`config.mk`:
```
export PLATFORM = sky130hd
export DESIGN_NAME = tile_fetch_sequencer
export DESIGN_NICKNAME = d
export VERILOG_FILES = /design/src/rtl/tile_fetch_sequencer.sv
export SDC_FILE = /design/constraint.sdc
export NUM_CORES = 1
export LEC_CHECK = 0
export BUFFER_PORTS_ARGS = -buffer_cell sky130_fd_sc_hd__buf_4
export CAP_MARGIN = 20
export CORE_ASPECT_RATIO = 0.9
export CORE_UTILIZATION = 38
export DETAILED_ROUTE_END_ITERATION = 10
export PLACE_DENSITY = 0.73
export SLEW_MARGIN = 20
export SYNTH_ARGS = -nofsm -noshare
export SYNTH_HDL_FRONTEND = slang
export SYNTH_SLANG_ARGS = --single-unit
```
`constraint.sdc`:
```
create_clock -name clk -period 2.6 [get_ports clk]
set_input_delay 0.52 -clock clk [delete_from_list [all_inputs] [get_ports clk]]
set_output_delay 0.52 -clock clk [all_outputs]
set_load 0.01 [all_outputs]
```
`src/rtl/tile_fetch_sequencer.sv`:
```
// rtl/tile_fetch_sequencer.sv - per-scanline sprite/background fetch and shift-enable sequencer
module tile_fetch_sequencer #(
  parameter int H_ACTIVE = 640
) (
  input  logic             clk,
  input  logic             reset,
  input  logic             line_start,
  input  logic [3:0]       line_row,
  input  logic [9:0]       hcount,
  input  logic             active,
  input  logic             pixel_tick,
  input  logic [7:0]       spr_valid,
  input  logic [7:0][9:0]  spr_x,
  input  logic [7:0][7:0]  spr_tile,
  input  logic [7:0][3:0]  spr_row,
  output logic             pat_rd,
  output logic [11:0]      pat_addr,
  input  logic [31:0]      pat_rdata,
  output logic             map_rd,
  output logic [5:0]       map_col,
  input  logic [7:0]       map_tile,
  output logic [8:0][31:0] load_data,
  output logic             load_sprite,
  output logic             load_background,
  output logic [8:0]       enable
);

  localparam logic [6:0] COLS     = 7'(H_ACTIVE / 16);
  localparam logic [9:0] LAST_PIX = 10'(H_ACTIVE - 1);

  typedef enum logic [3:0] {
    IDLE, SPR_FETCH, SPR_DRAIN, BG_MAP, BG_PAT, BG_CAPT, LOAD,
    RUN, PF_MAP, PF_PAT, PF_CAPT
  } state_t;

  state_t      state, state_nx;
  logic [2:0]  idx;
  logic [2:0]  cap_idx;
  logic        cap_en;
  logic [3:0]  row_q;
  logic [7:0]  tile_q;
  logic        map_rd_q;
  logic [5:0]  col;
  logic [31:0] bg_next;
  logic        pf_done;
  logic        step;
  logic        reload_d1;
  logic        reload_q;
  logic        running;
  logic [7:0]  spr_hit;

  assign running         = (state == RUN) || (state == PF_MAP) ||
                           (state == PF_PAT) || (state == PF_CAPT);
  assign load_background = (state == LOAD) || reload_q;

  // 11-bit window compare so sprites near the right edge truncate instead of wrapping
  always_comb begin
    spr_hit = '0;
    for (int i = 0; i < 8; i++) begin
      if (spr_valid[i] &&
          ({1'b0, hcount} >= {1'b0, spr_x[i]}) &&
          ({1'b0, hcount} <= ({1'b0, spr_x[i]} + 11'd15)))
        spr_hit[i] = 1'b1;
    end
  end

  always_comb begin
    state_nx    = state;
    pat_rd      = 1'b0;
    pat_addr    = '0;
    map_rd      = 1'b0;
    map_col     = '0;
    load_sprite = 1'b0;
    case (state)
      IDLE: ;
      SPR_FETCH: begin
        pat_rd   = 1'b1;
        pat_addr = {spr_tile[idx], spr_row[idx]};
        if (idx == 3'd7) state_nx = SPR_DRAIN;
      end
      SPR_DRAIN: begin
        map_rd   = 1'b1;
        state_nx = BG_MAP;
      end
      BG_MAP:  state_nx = BG_PAT;
      BG_PAT: begin
        pat_rd   = 1'b1;
        pat_addr = {tile_q, row_q};
        state_nx = BG_CAPT;
      end
      BG_CAPT: state_nx = LOAD;
      LOAD: begin
        load_sprite = 1'b1;
        state_nx    = RUN;
      end
      RUN: begin
        if (({1'b0, col} < COLS) && !pf_done) state_nx = PF_MAP;
      end
      // two cycles: issue the map read, then wait while the tile is registered
      PF_MAP: begin
        map_rd  = !step;
        map_col = col;
        if (step) state_nx = PF_PAT;
      end
      PF_PAT: begin
        pat_rd   = 1'b1;
        pat_addr = {tile_q, row_q};
        state_nx = PF_CAPT;
      end
      PF_CAPT: state_nx = RUN;
      default: state_nx = IDLE;
    endcase
    if (line_start) state_nx = SPR_FETCH;
  end

  always_ff @(posedge clk) begin
    if (reset) begin
      state     <= IDLE;
      idx       <= '0;
      cap_idx   <= '0;
      cap_en    <= 1'b0;
      row_q     <= '0;
      tile_q    <= '0;
      map_rd_q  <= 1'b0;
      col       <= '0;
      bg_next   <= '0;
      pf_done   <= 1'b0;
      step      <= 1'b0;
      reload_d1 <= 1'b0;
      reload_q  <= 1'b0;
      load_data <= '0;
      enable    <= '0;
    end else begin
      state    <= state_nx;
      map_rd_q <= map_rd;
      step     <= (state == PF_MAP) ? ~step : 1'b0;
      cap_en   <= (state == SPR_FETCH) && !line_start;
      cap_idx  <= idx;
      idx      <= (state == SPR_FETCH && !line_start) ? idx + 3'd1 : 3'd0;
      if (line_start) row_q <= line_row;
      if (map_rd_q) tile_q <= map_tile;

      if (cap_en)
        load_data[{1'b0, cap_idx}] <= spr_valid[cap_idx] ? pat_rdata : 32'd0;
      if (state == BG_CAPT) load_data[8] <= pat_rdata;
      if (state == LOAD) col <= 6'd1;
      if (state == PF_CAPT) begin
        bg_next <= pat_rdata;
        pf_done <= 1'b1;
      end

      enable <= '0;
      if (running && pixel_tick && active) enable <= {1'b1, spr_hit};

      // reload lands two cycles after the tick so it never meets a shift enable
      reload_d1 <= running && pixel_tick && active &&
                   (hcount[3:0] == 4'hF) && (hcount < LAST_PIX);
      reload_q  <= reload_d1;
      if (reload_d1) begin
        load_data[8] <= bg_next;
        col          <= col + 6'd1;
        pf_done      <= 1'b0;
      end

      if (line_start) begin
        col       <= '0;
        pf_done   <= 1'b0;
        reload_d1 <= 1'b0;
        reload_q  <= 1'b0;
      end
    end
  end

  always @(posedge clk) begin
    if (!reset && reload_d1) assert (pf_done);
  end

endmodule

```
==> out/results.tsv, run 1 <==
stage	metric	value	unit
place	place_congestion	0.893	
sta	fin_crit	2630	ps
synth	syn_area_per_cell	8.56	um^2
cts	cts_tree	done	
setup_path	crit_family	multiplexers	
die	die_area	47800	um^2
setup_path	rr_startpoint	state[3]	
die	chipHeight	208	um
synth	async_flop_share	0	%
synth	synth_top_family_by_area	simple AND/OR/NAND/NOR gates	
synth	synth_mux_area_share	6.34	%
drt	drc	0	
final_layout	area_growth	36.1	%
setup_path	reg2regPathDepth	7	
cts	htree_levels	2	
sta	final.setup.worst_slack	-33.6	ps
die	coreArea	45800	um^2
drt	drt_iter0_drc	1210	
power_and_ir_drop	vdd_ir_drop_max	0.000361	V
sta	fin_crit_sh	101	%
drt	vias_per_cell	5.30	
setup_path	start_kind	flip-flop	
synth	synthAdderAreaFrac	12.0	%
die	die_w	230	um
synth	synth.distinct_cells	64	
sta	fmax	0.380	GHz
cts	clk_pin_slew	70	ps
setup_path	r2r_slack	690	ps
final_layout	layout_commonest_cell	buf_4	
grt	grt_pass1_wl	99700	um
setup_path	path_buf_inv	2	
synth	yosys_most_used_dff	dfxtp_1	
status	status	complete, but fails checks	
cts	clock-sinks	363	
cts	cts-root-buf	clkbuf_16	
power_and_ir_drop	p_clk_share	43.1	%
min_path	hold_depth	3	
sta	worst_hold_slack	216	ps
die	initial_core_util	38.9	%
setup_path	path_class	reg2out	
cts	numCtsBuffers	39	
synth	synthCells	2085	
synth	syn_area	17800	um^2
setup_path	worst_setup_path_end_kind	output port	
sta	setup_viol	4	
grt	grt_overflow	0	
drt	wl	66000	um
synth	ys_seq_elements	363	
power_and_ir_drop	leakage	10.6	nW
setup_path	crit_path_top_delay_cell	mux4_2	
setup_path	crit_fanout	6	
sta	timing.setup.tns	-69.0	ps
synth	synth_enable_flop_cells	0	
power_and_ir_drop	comb_power_share	13.2	%
setup_path	r2r-end	enable[3]	
synth	synth-seq-area-share	40.7	%
final_layout	drive_gt1_share	27.9	%
sta	worst_pin_slew	1000	ps
power_and_ir_drop	switching_share	25.9	%
min_path	hold_start	spr_valid[0]	
synth	synth-compound-area-share	15.7	%
run	cap_violations	0	
grt	grt_pass1_vias	17300	
sta	rsz0062_at_grt	true	
sta	skew	30.1	ps
drt	vias	17500	
status	violations	setup timing	
final_layout	final_nets	3068	
setup_path	cp_cell_sequence	clkbuf_16, mux4_2, mux2i_1, o21ai_1, buf_4	
synth	yosys.area_share.simple	17.4	%
drt	antenna_left	0	
final_layout	final_cell_mix	623 x buf_4, 393 x nand2_1, 358 x dfxtp_1	
setup_path	arrival	2110	ps
final_layout	fin_cells	3296	
final_layout	nFillCells	4190	
sta	hold_viol_final	0	
power_and_ir_drop	p_per_area	527	nW/um^2
sta	slew_headroom	32.9	%
final_layout	final_cell_area	24300	um^2
grt	antenna_found_initial	6	
die	top_level_ports	562	
place	hpwl	49900	um
synth	synth-xor-area-share	3.24	%
power_and_ir_drop	p_total	12.8	mW
drt	dr.pass1.iters	5	
sta	finalMaxSlewViolations	0	
power_and_ir_drop	p_sw	3.31	mW
min_path	whs_endpoint	enable[0]	
place	numPlacedInstances	3217	
place	place_area	22900	um^2
setup_path	critPathMaxStageDelay	490	ps
synth	ys_warn_count	0	
power_and_ir_drop	intPower	9.48	mW
cts	clockBufferDepth	3	
cts	worstSkewPairLatency	540	ps
place	port_buffers	561	
drt	wl_per_cell	20.0	um
grt	grt.total_usage	26.8	%
setup_path	critPathRequiredTime	2080	ps
synth	synth_nets	2499	
min_path	hp-class	in2reg	
cts	cts_hold_buf	0	
die	num_rows	74	
power_and_ir_drop	seqPwrFrac	43.7	%
grt	grt_max_degree	45	
[final cells by class]
| type | instances | area [um^2] | area share, % |
|---|---|---|---|
| diodes | 7 | 17.5 | 0.0721 |
| multi-input cells | 1534 | 9810 | 40.4 |
| well taps | 608 | 761 | 3.13 |
| inverters | 86 | 323 | 1.33 |
| repair buffers | 630 | 4830 | 19.9 |
| clock inverters | 20 | 205 | 0.845 |
| flip-flops and latches | 363 | 7280 | 30.0 |
| clock buffers | 48 | 1060 | 4.36 |
[logic make-up (layout without fill, tap and decap cells)]
family | count (synthesis) | in the layout
AOI/OAI and AO/OA | 508 | 508
xor gates and xnor gates | 66 | 66
adders and majority gates | 171 | 171
buffers and inverters | 188 | 784
DFF | 363 | 363
muxes | 83 | 83
other | 0 | 7
and+or+nand+nor | 706 | 706
[power by group through the flow]
stage	logic (mW)	clock network, mW	registers (mW)
after floorplan	0.874	0	5.71
after global placement	1.60	0	5.71
final	1.69	5.51	5.59
after detailed placement	1.66	0	5.71
after CTS	1.68	5.59	5.59
after global routing	1.87	5.81	5.59
[metal layers]
| metal | track usage, % | vias up | wire length [um] |
|---|---|---|---|
| met3 | 4.13 | 148 | 4450 |
| li1 | - | 8342 | - |
| met5 | 0 | - | 0 |
| met1 | 32.7 | 8260 | 26700 |
| met4 | 12.3 | 0 | 3100 |
| met2 | 46.3 | 728 | 31800 |
[through the flow]
stage / setup slack, ps / utilization [%]
6_report: -33.6 / 53.0
5_1_grt: -98.0 / 53.0
4_1_cts: -60.0 / 52.9
3_5_place_dp: -196 / 50.0
3_3_place_gp: -171 / 50.0
2_1_floorplan: 85.3 / -
[flip-flops by register name (all words and copies together) (netlist names)]
register	flops
bg_next	32
step	1
map_rd_q	1
state	4
reload_q	1
cap_idx	3
pf_done	1
enable	9
tile_q	8
reload_d1	1
load_data	288
col	6
row_q	4
idx	3
cap_en	1
[Yosys cell counts (6+ instances only)]
cell type | instances | area [um^2]
a2111oi_0 | 6 | 52.6
a211oi_1 | 20 | 150
a21o_1 | 20 | 150
a21oi_1 | 128 | 641
and2_1 | 10 | 62.6
and3_1 | 7 | 43.8
buf_1 | 7 | 26.3
buf_2 | 42 | 210
clkbuf_1 | 44 | 165
dfxtp_1 | 363 | 7270
ha_1 | 171 | 2140
inv_1 | 86 | 323
mux2i_1 | 58 | 581
mux4_2 | 24 | 541
nand2_1 | 393 | 1480
nand2b_1 | 40 | 250
nand3_1 | 24 | 120
nand3b_1 | 9 | 67.6
nand4_1 | 29 | 181
nor2_1 | 125 | 469
nor2b_1 | 14 | 87.6
nor3_1 | 37 | 185
o21ai_0 | 242 | 1210
o21ai_1 | 58 | 290
xnor2_1 | 64 | 561
[tightest hold or removal path: stages]
cell     delay [ps]
buf_4           110
nand2_1          50
nor2_1           40
[repair_timing]
action,in CTS,in global routing
gates resized for setup,7,2
buffers inserted,2,0
setup endpoints to repair,13,13
gates cloned,1,1
pin swaps,1,1
[how the worst max path moves through the flow]
stage,endpoint,slack [ps],startpoint,cells past startpoint
2_1_floorplan,enable[3],90,spr_x[30],11
3_3_place_gp,enable[4],-170,spr_x[40],12
3_5_place_dp,enable[4],-200,spr_x[40],12
4_1_cts,pat_addr[0],-60,idx[0],5
5_1_grt,pat_addr[10],-100,idx[0],5
6_report,pat_addr[0],-30,idx[0],5
No activity file was read; power rests on OpenSTA's default activity.
==> inputs of run 2 (changes only) <==
==> constraint.sdc (replaced) <==
create_clock -name clk -period 2.6 [get_ports clk]
set_input_delay 0.13 -clock clk [delete_from_list [all_inputs] [get_ports clk]]
set_output_delay 0.13 -clock clk [all_outputs]
set_load 0.01 [all_outputs]
==> run 2 against run 1 <==
  * The run now ends clean
  * Clock power rose by 3%
  * Critical path type is now in2reg
  * First-iteration DRC count shrank 1.8%
  * Wire length increased by 0.36%
  * Largest cell class unchanged
==> out/results.tsv, run 2 (synthesis results as in run 1) <==
stage	metric	value	unit	change
status	status	finished clean		
final_layout	largestRegisters	load_data: 288 flops, bg_next: 32 flops, enable: 9 flops		
grt	grt.total_usage	26.8	%	about the same
grt	grt_pass1_wl	99500	um	-0.26%
power_and_ir_drop	p_per_area	526	nW/um^2	about the same
drt	vias	17700		+1.3%
sta	setup_viol	0		-4
grt	antenna_found_initial	1		-5
final_layout	largest_reg_flops	288		unchanged
final_layout	drive_gt1_share	26.3	%	-1.6 points
sta	finalMaxSlewViolations	0		unchanged
die	chipHeight	208	um	unchanged
die	initial_core_util	38.9	%	unchanged
power_and_ir_drop	vdd_ir_drop_max	0.000381	V	+5.6%
cts	clock-sinks	363		unchanged
final_layout	nFillCells	4095		-2.3%
cts	numCtsBuffers	38		-2.6%
power_and_ir_drop	p_sw	3.28	mW	-0.97%
setup_path	worst_setup_path_end_kind	flip-flop		
sta	skew	22.6	ps	-7.51 ps
place	place_congestion	0.928		+3.9%
grt	grt_max_degree	69		+53%
die	die_w	230	um	unchanged
power_and_ir_drop	switching_share	25.3	%	-0.64 points
sta	timing.setup.tns	0	ps	+69.0 ps
drt	dr.pass1.iters	7		+2
setup_path	crit_fanout	3		-3
final_layout	final_nets	3098		+0.98%
drt	wl_per_cell	20.0	um	-0.36%
sta	fin_crit	2440	ps	-191 ps
cts	clockBufferDepth	3		unchanged
power_and_ir_drop	intPower	9.71	mW	+2.4%
grt	grt_overflow	0		unchanged
place	port_buffers	561		unchanged
sta	fmax	0.409	GHz	+7.8%
final_layout	regMostFlops	load_data		
cts	clk_pin_slew	70	ps	about the same
drt	antenna_left	0		unchanged
sta	hold_viol_final	0		unchanged
die	coreArea	45800	um^2	unchanged
setup_path	critPathRequiredTime	3090	ps	+1010 ps
sta	worst_pin_slew	857	ps	-147 ps
cts	htree_levels	2		unchanged
setup_path	path_class	in2reg		
final_layout	layout_commonest_cell	buf_4		
final_layout	final_cell_mix	594 x buf_4, 393 x nand2_1, 361 x dfxtp_1		
power_and_ir_drop	p_clk_share	43.6	%	+0.5 points
drt	drt_iter0_drc	1188		-1.8%
power_and_ir_drop	seqPwrFrac	43.0	%	-0.7 points
cts	worstSkewPairLatency	550	ps	about the same
sta	rsz0062_at_grt	false		
grt	grt_pass1_vias	17400		+0.74%
setup_path	start_kind	input pin		
cts	cts_tree	done		
power_and_ir_drop	leakage	10.8	nW	+1.2%
run	cap_violations	0		unchanged
place	hpwl	49300	um	-1.1%
cts	cts-root-buf	clkbuf_16		
sta	fin_crit_sh	94.0	%	-7.3 points
die	die_area	47800	um^2	unchanged
power_and_ir_drop	comb_power_share	13.4	%	+0.2 points
drt	wl	66300	um	+0.36%
power_and_ir_drop	p_total	13.0	mW	+1.6%
die	top_level_ports	562		unchanged
sta	slew_headroom	42.9	%	+10 points
drt	vias_per_cell	5.33		+0.56%
die	num_rows	74		unchanged
final_layout	area_growth	38.3	%	
setup_path	arrival	2930	ps	+820 ps
min_path	hp-class	in2reg		
drt	drc	0		unchanged
## run 2: worst max-delay path, cell delays in order
cell	delay, ps
buf_4	90
inv_1	50
ha_1	220
nand3_1	120
and3_1	240
nand3_1	110
xnor2_1	140
ha_1	310
a21o_1	220
a2111oi_4	360
nand2_1	110
a221oi_2	250
dlygate4sd3_1	590
## run 2: worst paths after layout
check | startpoint | to | slack, ps | cells past startpoint
worst max-delay path | spr_x[30] | enable[3] | 160 | 13
worst min-delay path | spr_x[59] | enable[5] | 40 | 4
worst max register to register | state[1] | enable[3] | 290 | 7
worst min register to register | load_data[151] | load_data[151] | 450 | 2
## run 2: routing by layer
metal  vias up  share of wire (%)  global-route usage (%)  routed length, um
met2       772                 49                    46.2              32100
met5         -                  0                       0                  0
met1      8364                 40                    32.7              26800
li1       8416                  -                       -                  -
met4         0                4.3                    12.4               2860
met3       152                6.7                    4.18               4450
## run 2: area by class of cell
class	count	area, um^2	area share [%]
tap	608	761	3.08
timing repair buffer	661	5200	21.1
inverter	86	323	1.31
clock buffer	55	1130	4.56
clock inverter	12	170	0.689
sequential	363	7270	29.5
antenna	1	2.50	0.0101
multi-input combinational	1534	9830	39.8
## run 2: metrics by stage
stage	hold WS (ps)	cell area (um^2)	instances	worst slack, ps	utilization [%]
after floorplan	248	17800	2085	475	-
after global placement	367	22700	3189	188	49.6
after detailed placement	375	22700	3189	27.0	49.6
after CTS	5.79	24600	3316	107	53.7
after global routing	46.3	24700	3320	14.3	53.8
final	40.7	24700	3320	157	53.8
## run 2: power groups by stage
stage	Sequential [mW]	Combinational (mW)	Clock, mW
floorplan	5.71	0.874	0
global placement	5.71	1.57	0
detailed placement	5.71	1.63	0
CTS	5.58	1.72	5.77
global route	5.58	1.90	6.00
finish	5.59	1.74	5.66
## run 2: what timing repair did
item / in CTS / in global routing
gates resized for setup: 0 / 3
endpoints found under the hold margin: 79 / 0
setup endpoints to repair: 0 / 2
hold buffers: 60 / 0
buffers inserted: 0 / 3
